$ cat src/rtl/descramble_stream_pkg.sv
// Shared scrambler constants and keystream step.
// Used by both the receive descrambler and the transmit scrambler.
package descramble_stream_pkg;

  localparam int WORD_W = 5;
  localparam int TAP_HI = 4;
  localparam int TAP_LO = 2;

  typedef enum logic {
    IDLE,
    RUN
  } state_e;

  function automatic logic [WORD_W-1:0] lfsr_next(
    input logic [WORD_W-1:0] s
  );
    return {s[WORD_W-2:0], s[TAP_HI] ^ s[TAP_LO]};
  endfunction

endpackage

$ cat src/rtl/descramble_stream_if.sv
// Valid/ready stream bundle for the descrambler.
// Scrambled words in, recovered words out.
interface descramble_stream_if;
  import descramble_stream_pkg::*;

  logic              in_valid;
  logic              in_ready;
  logic [WORD_W-1:0] A;
  logic              out_valid;
  logic              out_ready;
  logic [WORD_W-1:0] ip;

  modport master (
    output in_valid, A, out_ready,
    input  in_ready, out_valid, ip
  );

  modport slave (
    input  in_valid, A, out_ready,
    output in_ready, out_valid, ip
  );

endinterface

$ cat src/rtl/descramble_stream_lfsr.sv
// Keystream register: loads a seed, advances once per word.
// With LFSR_EN=0 the seed is held as a fixed key.
module descramble_lfsr
  import descramble_stream_pkg::*;
#(
  parameter int LFSR_EN = 1
) (
  input  logic              clk,
  input  logic              rst_n,
  input  logic              load_i,
  input  logic [WORD_W-1:0] seed_i,
  input  logic              adv_i,
  output logic [WORD_W-1:0] state_o
);

  logic [WORD_W-1:0] lfsr_q;
  logic [WORD_W-1:0] lfsr_d;

  // next keystream value: seed load beats advance
  always_comb begin
    lfsr_d = lfsr_q;
    if (load_i) begin
      lfsr_d = seed_i;
    end else if (adv_i && (LFSR_EN != 0)) begin
      lfsr_d = lfsr_next(lfsr_q);
    end
  end

  // keystream state register
  always_ff @(posedge clk or negedge rst_n) begin
    if (!rst_n) begin
      lfsr_q <= '0;
    end else begin
      lfsr_q <= lfsr_d;
    end
  end

  assign state_o = lfsr_q;

endmodule

$ cat src/rtl/descramble_stream.sv
// Descrambler: XORs each accepted word with the keystream.
// One registered output stage, stable under backpressure.
module descramble_stream
  import descramble_stream_pkg::*;
#(
  parameter int LFSR_EN = 1,
  parameter int CNT_W   = 8
) (
  input  logic              clk,
  input  logic              rst_n,
  input  logic              key_load,
  input  logic [WORD_W-1:0] x,
  descramble_stream_if.slave s,
  output logic [CNT_W-1:0]  word_cnt,
  output logic              key_err
);

  state_e            state_q;
  state_e            state_d;
  logic [WORD_W-1:0] ip_q;
  logic [WORD_W-1:0] ip_d;
  logic              ov_q;
  logic              ov_d;
  logic [CNT_W-1:0]  cnt_q;
  logic [CNT_W-1:0]  cnt_d;
  logic              err_q;
  logic              err_d;
  logic [WORD_W-1:0] key;
  logic              seed_ok;
  logic              run;
  logic              rdy;
  logic              acc;

  // a zero seed would lock the LFSR, so it is refused
  assign seed_ok = key_load &
                   ((x != '0) || (LFSR_EN == 0));
  assign run = (state_q == RUN);
  assign rdy = run & ~key_load &
               (~ov_q | s.out_ready);
  assign acc = s.in_valid & rdy;

  descramble_lfsr #(
    .LFSR_EN(LFSR_EN)
  ) u_lfsr (
    .clk    (clk),
    .rst_n  (rst_n),
    .load_i (seed_ok),
    .seed_i (x),
    .adv_i  (acc),
    .state_o(key)
  );

  // FSM next state and output-stage next values
  always_comb begin
    state_d = state_q;
    ip_d    = ip_q;
    ov_d    = ov_q;
    cnt_d   = cnt_q;
    err_d   = 1'b0;
    unique case (state_q)
      IDLE: begin
        if (seed_ok) state_d = RUN;
        err_d = s.in_valid;
      end
      RUN: state_d = RUN;
      default: state_d = IDLE;
    endcase
    if (key_load && !seed_ok) err_d = 1'b1;
    if (acc) begin
      ip_d  = s.A ^ key;
      ov_d  = 1'b1;
      cnt_d = cnt_q + CNT_W'(1);
    end else if (s.out_ready) begin
      ov_d = 1'b0;
    end
    if (seed_ok) cnt_d = '0;
  end

  // state and output registers
  always_ff @(posedge clk or negedge rst_n) begin
    if (!rst_n) begin
      state_q <= IDLE;
      ip_q    <= '0;
      ov_q    <= 1'b0;
      cnt_q   <= '0;
      err_q   <= 1'b0;
    end else begin
      state_q <= state_d;
      ip_q    <= ip_d;
      ov_q    <= ov_d;
      cnt_q   <= cnt_d;
      err_q   <= err_d;
    end
  end

  assign s.in_ready  = rdy;
  assign s.out_valid = ov_q;
  assign s.ip        = ip_q;
  assign word_cnt    = cnt_q;
  assign key_err     = err_q;

endmodule
$ cat src/flat_wrapper.sv
// flat-port wrapper written by rule: the top's interface ports become plain ports
module descramble_stream_flat import descramble_stream_pkg::*;
#(
  parameter int LFSR_EN = 1,
  parameter int CNT_W   = 8
)
  (clk, rst_n, key_load, x, word_cnt, key_err, s_in_valid, s_A, s_out_ready, s_in_ready, s_out_valid, s_ip);
  descramble_stream_if s_i ();
  input  logic clk;
  input  logic rst_n;
  input  logic key_load;
  input  logic [WORD_W-1:0] x;
  output logic [CNT_W-1:0] word_cnt;
  output logic key_err;
  input wire logic [$bits(s_i.in_valid)-1:0] s_in_valid;
  input wire logic [$bits(s_i.A)-1:0] s_A;
  input wire logic [$bits(s_i.out_ready)-1:0] s_out_ready;
  output wire logic [$bits(s_i.in_ready)-1:0] s_in_ready;
  output wire logic [$bits(s_i.out_valid)-1:0] s_out_valid;
  output wire logic [$bits(s_i.ip)-1:0] s_ip;
  assign s_i.in_valid = s_in_valid;
  assign s_i.A = s_A;
  assign s_i.out_ready = s_out_ready;
  assign s_in_ready = s_i.in_ready;
  assign s_out_valid = s_i.out_valid;
  assign s_ip = s_i.ip;
  descramble_stream #(.LFSR_EN(LFSR_EN), .CNT_W(CNT_W)) u_core (.clk(clk), .rst_n(rst_n), .key_load(key_load), .x(x), .s(s_i), .word_cnt(word_cnt), .key_err(key_err));
endmodule
$ cat config.mk
export PLATFORM = sky130hd
export DESIGN_NAME = descramble_stream_flat
export DESIGN_NICKNAME = d
export VERILOG_FILES = /design/src/rtl/descramble_stream_pkg.sv /design/src/rtl/descramble_stream_if.sv /design/src/rtl/descramble_stream_lfsr.sv /design/src/rtl/descramble_stream.sv /design/src/flat_wrapper.sv
export SDC_FILE = /design/constraint.sdc
export NUM_CORES = 1
export LEC_CHECK = 0
export ABC_AREA = 1
export CORE_MARGIN = 2
export CORE_UTILIZATION = 45
export CTS_CLUSTER_DIAMETER = 50
export DETAILED_ROUTE_END_ITERATION = 8
export PLACE_DENSITY = 0.83
export REMOVE_ABC_BUFFERS = 1
export SLEW_MARGIN = 20
export SYNTH_ARGS = -nofsm -noshare
export SYNTH_HDL_FRONTEND = slang
export SYNTH_HIERARCHICAL = 1
export SYNTH_SLANG_ARGS = --single-unit
$ cat constraint.sdc
create_clock -name clk -period 2.4 [get_ports clk]
set_clock_uncertainty 0.2 [all_clocks]
set_input_delay 0.6 -clock clk [delete_from_list [all_inputs] [get_ports clk]]
set_output_delay 0.6 -clock clk [all_outputs]
set_load 0.02 [all_outputs]
==> out/results.txt, run 1 <==
status: finished clean
#FFs+latches synth: 21
DRT iter0 DRCs: 8
routed len/inst: 10.5 µm
leading post-synthesis cells by cell area: dfrtp_1 (51%), nand2_1 (16%), nor2_1 (5.8%)
peak supply drop: 348 µV
Arr. time, crit path: 1.45 ns
Die Width: 52.0 µm
DR pass1 iterations: 4
Via density: 4.73
Switching Share: 28.4%
clock network power share: 20.9%
die area: 2710 µm²
clk buf depth: 2
share of cells above drive strength 1: 11.1%
Ports: 31
Crit Path Category: input port to output pin
PortBufs: 30
M1 GR Usage: 20.1%
total track usage: 18.3%
vias: 941
area leader, netlist: dfrtp_1
Final Cycle Share: 93.7%
gr ovfl total: 0
Max Clock Freq: 445 MHz
Pwr Density: 537 nW/µm²
Synth cell types: 18
YS warnings: 6
reg2reg start: u_core/run$_DFF_PN0_
Die Span Y: 52.0 µm
reg2reg setup slack: 0.85 ns
RSZ-0062 raised after global routing: false
Final Max Tran Viols: 0
crit start category: input port
nets: 188
Setup crit start: key_load
number of diodes: 0
CP top delay family: buffers and inverters
Critical Path RT: 1.60 ns
hold path start: u_core/s.ip[4]$_DFFE_PN0P_
layer with the highest usage: met2
Tmin final: 2.25 ns
met3 GRT Util: 3.74%
most numerous cell in the Yosys netlist: nand2_1
Hold Slack: 0.292 ns
async set-reset flop share out of synthesis: 100%
Clock Sinks: 21
Area Overhead vs Synth: 37.8%
Hold-fix buffers, CTS: 0
worst-path cell chain: clkdlybuf4s50_1 > nor2_2 > nand2_1 > inv_1 > clkbuf_2
Post-DP Area: 1410 µm²
clk_lat worst skew: 0.29 ns
ys flop type: dfrtp_1
Total Wirelength: 2090 µm
CP max stage delay: 0.44 ns
synth cell count leaders: nand2_1 (45), dfrtp_1 (21), nor2_1 (16), inv_1 (14), o21ai_0 (9)
met2 Resource Use GR: 35.4%
actual slew at the worst max-slew pin: 0.270 ns
CTS root buf: clkbuf_4
H-tree depth: 1
Initial Util: 47.4%
CP max FO: 2
vias in the first global route: 930
core area: 2190 µm²
largest net degree at the start of global routing: 22
initial antenna violation count: 0
Psw: 0.000218 W
Pleak: 0.677 nW
Max-Cap Viols: 0
Max-slew headroom: 82.0%
drt drc: 0
Post-Syn Instances: 132
ANT nets after route: 0
Syn Std Cell Area: 1040 µm²
Reg clk slew, reported paths: 0.10 ns
Final Hold Viols: 0
post-synth top area share: 50.6%
Crit path buffers/inverters: 3
RePlAce Congestion: 0.787
first-pass GRT wire length: 3710 µm
Logic pwr share: 25.5%
fillers: 190
Setup violations, final: 0
slowest CP cell: clkdlybuf4s50_1
HPWL Detailed: 1730 µm
num rows: 17
Pint: 0.000550 W
number of synthesized flops with an enable pin: 0
HP Class: register to register
CP Capture Type: output pin
Avg Cell Area, Syn: 7.87 µm²
setup bufs post-CTS: 0
TritonCTS clock tree: done
Seq/Total Area, Yosys: 50.6%
cts bufs inserted: 3
sequential fraction of design power: 53.6%
final instance area: 1430 µm²
==> registers in the layout (all words and copies together), names as in the netlist <==
signal	count
u_core/key_err	1
u_core/run	1
u_core/s.ip	5
u_core/s.out_valid	1
u_core/u_lfsr/state_o	5
u_core/word_cnt	8
==> area by class of cell <==
class	count	area [µm²]	share of cell area, %
flip-flops and latches	21	526	36.7
multi-input cells	94	440	30.8
repair buffers	37	348	24.3
inverters	15	56.3	3.93
well taps	28	35.0	2.45
clock buffers	4	26.3	1.84
==> path summary, 6_finish.rpt <==
check                      cells after the start                                   end
min reg2reg                                    2            u_core/s.ip[4]$_DFFE_PN0P_
max in group asynchronous                      2        u_core/word_cnt[4]$_DFFE_PN0P_
min in group asynchronous                      2  u_core/u_lfsr/state_o[1]$_DFFE_PN0P_
max reg2reg                                    9  u_core/u_lfsr/state_o[0]$_DFFE_PN0P_
min                                            2            u_core/s.ip[4]$_DFFE_PN0P_
max                                            5                            s_in_ready
==> tightest hold or removal path: stages, from the launching register on <==
cell and delay [ns]:
dfrtp_1 0.36, nand2_1 0.05, o21ai_0 0.06
==> logic make-up after synthesis <==
logic type | synth area share [%]
buffers and inverters | 6.99
adder cells (fa/ha/maj) | 1.20
XOR/XNOR | 4.22
AO/OA/AOI/OAI | 7.47
flip-flops | 50.6
AND/OR/NAND/NOR | 29.5
==> cell usage in the layout, fill, tap and decap left out <==
master and count:
ha_1 1, inv_2 1, o21ai_0 9, clkbuf_4 3
a21oi_1 3, nand2_1 45, nor3_1 1, xnor2_1 5
nor2_2 4, inv_1 14, nor2_1 16, dfrtp_1 21
o21ai_2 1, nand3_2 1, nand3b_1 1, clkbuf_1 1
buf_4 7, clkbuf_2 1, a21oi_2 1, clkdlybuf4s50_1 29
nand3_1 6
==> layer usage <==
layer	wire [µm]	vias up	share of wire [%]
li1	-	488	-
met1	845	428	40
met2	1120	23	54
met3	110	2	5.3
met4	13	0	0.62
met5	0	-	0
==> power groups by stage <==
stage | clock network, W | registers, W | logic (W)
floorplan | 0 | 0.000445 | 0.0000638
global placement | 0 | 0.000418 | 0.000193
detailed placement | 0 | 0.000419 | 0.000200
CTS | 0.000167 | 0.000412 | 0.000199
global route | 0.000186 | 0.000417 | 0.000215
finish | 0.000160 | 0.000412 | 0.000196
==> metrics by stage <==
step | power (W) | TNS, ns | setup WS, ns | utilization [%] | cells
5_1_grt | 0.000818 | 0 | 0.0892 | 65.3 | 199
2_1_floorplan | 0.000509 | 0 | 0.646 | - | 130
3_3_place_gp | 0.000611 | -0.242 | -0.242 | 64.4 | 195
3_5_place_dp | 0.000619 | -0.287 | -0.287 | 64.4 | 195
6_report | 0.000768 | 0 | 0.152 | 65.3 | 199
4_1_cts | 0.000779 | 0 | 0.0124 | 65.6 | 199
==> repair_timing <==
item,CTS,global route
pin swaps,0,0
endpoints found under the setup margin,1,1
gates cloned,0,0
resized for setup,2,1
Power figures use the tool's default switching activity.
==> inputs of run 2 (changes only) <==
CELL_PAD_IN_SITES_DETAIL_PLACEMENT = 1   (was unset)
CELL_PAD_IN_SITES_GLOBAL_PLACEMENT = 2   (was unset)
CORE_UTILIZATION = 29   (was 45)
CTS_BUF_LIST = sky130_fd_sc_hd__clkbuf_8   (was unset)
PLACE_DENSITY = 0.93   (was 0.83)
==> run 2 against run 1 <==
  * Hold slack improved by 0.0016 ns
  * Die area rose by 50%
  * Utilization down 21 points
==> out/results.txt, run 2 (same netlist as run 1, synthesis figures left out) <==
Max Clock Freq: 447 MHz
num rows: 21
layer with the highest usage: met2
CP max FO: 2
Final Cycle Share: 93.2%
routed len/inst: 11.4 µm
gr ovfl total: 0
sequential fraction of design power: 49.3%
Final TNS setup: 0 ns
PortBufs: 30
crit start category: input port
clk_lat worst skew: 0.26 ns
Total Wirelength: 2490 µm
largest net degree at the start of global routing: 22
Post-DP Area: 1440 µm²
clock network power share: 26.9%
Pwr Density: 563 nW/µm²
Tot Pwr: 0.000838 W
Die Span Y: 63.8 µm
worst reg2reg endpoint: u_core/u_lfsr/state_o[0]$_DFFE_PN0P_
reg2reg start: u_core/run$_DFF_PN0_
Hold-fix buffers, CTS: 0
end of the critical path: s_in_ready
status: finished clean
commonest cells after routing, fill and taps aside: nand2_1 (45), clkdlybuf4s50_1 (29), dfrtp_1 (21)
vias in the first global route: 1016
actual slew at the worst max-slew pin: 0.278 ns
Psw: 0.000237 W
Die Width: 63.8 µm
Max-slew headroom: 81.5%
Max-Cap Viols: 0
H-tree depth: 1
TritonCTS clock tree: done
vias: 950
Ports: 31
Final Max Tran Viols: 0
Final Hold Viols: 0
Area Overhead vs Synth: 43.3%
Pleak: 0.699 nW
drt drc: 0
Critical Path RT: 1.60 ns
Logic pwr share: 23.9%
reg2reg path depth: 10
first-pass GRT wire length: 4420 µm
met2 Resource Use GR: 25.4%
number of diodes: 0
RSZ-0062 raised after global routing: false
share of cells above drive strength 1: 12.1%
M1 GR Usage: 15.9%
initial antenna violation count: 0
Arr. time, crit path: 1.44 ns
met3 GRT Util: 2.82%
peak supply drop: 230 µV
die area: 4080 µm²
Pint: 0.000602 W
Switching Share: 28.2%
Setup crit start: s_out_ready
Reg clk slew, reported paths: 0.07 ns
cts bufs inserted: 3
CP Capture Type: output pin
Initial Util: 30.6%
clk buf depth: 2
core area: 3390 µm²
Via density: 4.34
commonest non-fill, non-tap cell in the layout: nand2_1
ANT nets after route: 0
Setup violations, final: 0
total track usage: 13.9%
reg2reg setup slack: 0.66 ns
HPWL Detailed: 1990 µm
final instance area: 1490 µm²
HP Class: register to register
DRT iter0 DRCs: 11
DR pass1 iterations: 4
max FFs per register: 8
RePlAce Congestion: 0.756
Tmin final: 2.24 ns
CTS root buf: clkbuf_8
nets: 190
Crit Path Category: input port to output pin
Clock Sinks: 21
## run 2: changes by cell type in the layout (fill, tap and decap cells not counted), sizes merged
cell	delta
clkbuf	-2
buf	+3
inv	+1
## run 2: critical path, stage by stage
cell,delay [ns]
clkdlybuf4s50_1,0.47
inv_1,0.05
nand2_1,0.07
nand2_1,0.05
inv_1,0.05
buf_2,0.15
## run 2: area by class of cell
type | instances | area (µm²)
Clock buffer | 3 | 41.3
Clock inverter | 1 | 3.75
Fill cell | 417 | 1900
Inverter | 15 | 56.3
Multi-Input combinational cell | 94 | 440
Sequential cell | 21 | 526
Tap cell | 46 | 57.6
Timing Repair Buffer | 39 | 363
## run 2: repair_timing
item | CTS | global route
gates resized for setup | 3 | 1
pin swaps | 0 | 1
endpoints found under the setup margin | 1 | 1
setup buffers | 0 | 1
## run 2: metrics by stage
step	std cells	hold WS, ns	setup slack [ns]	utilization, %
6_report	219	0.293	0.162	43.9
5_1_grt	219	0.328	0.0583	43.9
3_3_place_gp	214	0.265	-0.244	42.5
3_5_place_dp	214	0.277	-0.313	42.5
4_1_cts	218	0.297	0.0266	43.9
2_1_floorplan	130	0.104	0.646	-
## run 2: routing by layer
layer | routed length [µm] | vias up | share of wire (%)
met2 | 1340 | 17 | 54
li1 | - | 491 | -
met3 | 80 | 2 | 3.2
met4 | 12 | 0 | 0.48
met1 | 1070 | 440 | 43
met5 | 0 | - | 0
## run 2: worst min-delay path by stage
stage                               startpoint                    endpoint  slack [ns]  cells past startpoint
floorplan                                rst_n    u_core/key_err$_DFF_PN0_        0.10                      0
global placement          u_core/run$_DFF_PN0_        u_core/run$_DFF_PN0_        0.27                      2
detailed placement  u_core/s.ip[3]$_DFFE_PN0P_  u_core/s.ip[3]$_DFFE_PN0P_        0.28                      2
CTS                 u_core/s.ip[3]$_DFFE_PN0P_  u_core/s.ip[3]$_DFFE_PN0P_        0.30                      2
global route        u_core/s.ip[3]$_DFFE_PN0P_  u_core/s.ip[3]$_DFFE_PN0P_        0.33                      2
finish              u_core/s.ip[3]$_DFFE_PN0P_  u_core/s.ip[3]$_DFFE_PN0P_        0.29                      2
## run 2: power by group through the flow
stage	registers, W	logic (W)	clock network [W]
6_report	0.000413	0.000200	0.000225
5_1_grt	0.000418	0.000221	0.000258
4_1_cts	0.000413	0.000204	0.000243
3_5_place_dp	0.000420	0.000204	0
3_3_place_gp	0.000420	0.000197	0
2_1_floorplan	0.000445	0.0000638	0
==> inputs of run 3 (changes only) <==
CORE_UTILIZATION = 27   (was 29)
CTS_CLUSTER_SIZE = 24   (was unset)
PLACE_DENSITY = 0.88   (was 0.93)
clock period = 2.1 ns   (was 2.4 ns; I/O delays follow)
==> run 3 against run 2 <==
  * Sequential power grew 14%
  * Die area grew 6.9%
  * Global-route usage shrank 0.42 points
  * Count of clock-buffer cells in the layout is the same
  * Combinational power grew 18%
  * Cell count grew 0.91%
  * Non-clock buffer count is the same
  * First-iteration DRC count grew 120%
  * Clock power grew 17%
  * Register-to-register slack lost 0.12 ns
  * Critical path depth shrank 1
  * Largest cell class unchanged
==> out/results.txt, run 3 (same netlist as run 1, synthesis figures left out) <==
Initial Util: 28.2%
hold path start: u_core/run$_DFF_PN0_
H-tree depth: 1
Die Span Y: 66.0 µm
Total Wirelength: 2600 µm
CP max stage delay: 0.43 ns
crit start category: input port
pre-CTS WS: -0.463 ns
num rows: 22
slowest CP cell: clkdlybuf4s50_1
cts bufs inserted: 3
clk_lat worst skew: 0.26 ns
Final Hold Viols: 0
vias: 980
fillers: 470
RSZ-0062 raised after global routing: false
Critical Path RT: 1.37 ns
worst-path cell chain: clkdlybuf4s50_1 > nor2_2 > nand2_1 > inv_2 > buf_6
Max-Cap Viols: 0
Clock Sinks: 21
Max-slew headroom: 81.1%
Post-Layout Cell Count: 221
Arr. time, crit path: 1.32 ns
Final TNS setup: 0 ns
clk buf depth: 2
placed cell count: 217
Final Cycle Share: 97.6%
DR pass1 iterations: 3
reg2reg start: u_core/run$_DFF_PN0_
core area: 3690 µm²
post-route setup slack: 0.0510 ns
reg2reg path depth: 9
Reg clk slew, reported paths: 0.08 ns
CP Capture Type: output pin
HPWL Detailed: 2100 µm
drt drc: 0
status: finished clean
peak supply drop: 233 µV
Pwr Density: 642 nW/µm²
HP Class: register to register
Via density: 4.43
DRT iter0 DRCs: 24
max FFs per register: 8
RePlAce Congestion: 0.759
total track usage: 13.5%
first-pass GRT wire length: 4490 µm
Pleak: 0.706 nW
commonest cells after routing, fill and taps aside: nand2_1 (44), clkdlybuf4s50_1 (29), dfrtp_1 (21)
Tot Pwr: 0.000971 W
Tmin final: 2.05 ns
initial antenna violation count: 0
Reg area: 526 µm²
actual slew at the worst max-slew pin: 0.283 ns
commonest non-fill, non-tap cell in the layout: nand2_1
die area: 4360 µm²
Crit Path Category: input port to output pin
Area Overhead vs Synth: 45.5%
Die Width: 66.0 µm
CTS root buf: clkbuf_8
Setup violations, final: 0
CP max FO: 2
PortBufs: 30
reg2reg setup slack: 0.54 ns
worst reg2reg endpoint: u_core/word_cnt[7]$_DFFE_PN0P_
Max Clock Freq: 488 MHz
Hold Path Depth: 2
area of the multi-input gates: 443 µm²
WHS Endpoint: u_core/run$_DFF_PN0_
nets: 190
largest net degree at the start of global routing: 22
Ports: 31
share of cells above drive strength 1: 13.3%
routed len/inst: 11.8 µm
ANT nets after route: 0
number of diodes: 0
TritonCTS clock tree: done
Final Max Tran Viols: 0
vias in the first global route: 1013
gr ovfl total: 0
==> run 3: area by class of cell <==
type | instances | share of cell area, %
inverters | 15 | 3.73
repair buffers | 39 | 25.2
well taps | 48 | 3.97
flip-flops and latches | 21 | 34.8
multi-input cells | 94 | 29.3
clock buffers | 3 | 2.73
clock inverters | 1 | 0.248
==> run 3: through the flow <==
stage	util, %	hold WS [ns]	instance area (µm²)
6_report	41.0	0.283	1510
3_5_place_dp	39.7	0.271	1460
4_1_cts	40.8	0.292	1510
2_1_floorplan	-	0.0294	1020
5_1_grt	41.0	0.321	1510
3_3_place_gp	39.7	0.268	1460
==> run 3: worst max-delay path by stage <==
stage / from / slack (ns) / cells past startpoint / to
3_5_place_dp: key_load / -0.46 / 5 / s_in_ready
5_1_grt: key_load / 0.02 / 5 / s_in_ready
2_1_floorplan: s_out_ready / 0.42 / 8 / u_core/u_lfsr/state_o[0]$_DFFE_PN0P_
6_report: key_load / 0.05 / 5 / s_in_ready
3_3_place_gp: s_out_ready / -0.39 / 6 / s_in_ready
4_1_cts: s_out_ready / 0.002 / 6 / s_in_ready
==> run 3: report_power, final <==
part / total [W] / internal (W) / switching (W)
Clock: 0.000263 / 0.000130 / 0.000133
Sequential: 0.000471 / 0.000442 / 0.0000292
Combinational: 0.000236 / 0.000121 / 0.000116
Total: 0.000971 / 0.000693 / 0.000278
==> run 3: routing by layer <==
layer	vias up	wire length [µm]	GRT usage, %
met4	0	50	6.12
met5	-	0	0
met2	20	1340	24.7
li1	488	-	-
met3	6	83	2.04
met1	466	1120	15.2
==> run 3: repair_timing <==
| item | CTS | global route |
|---|---|---|
| endpoints found under the setup margin | 1 | 1 |
| pin swaps | 1 | 0 |
| resized for setup | 5 | 3 |
| setup buffers | 0 | 0 |
| hold buffers | 0 | 0 |
==> run 3: worst max-delay path, delay by kind of cell <==
| family | cells | cell delay, ns |
|---|---|---|
| buf+inv | 3 | 0.60 |
| simple gates | 2 | 0.20 |
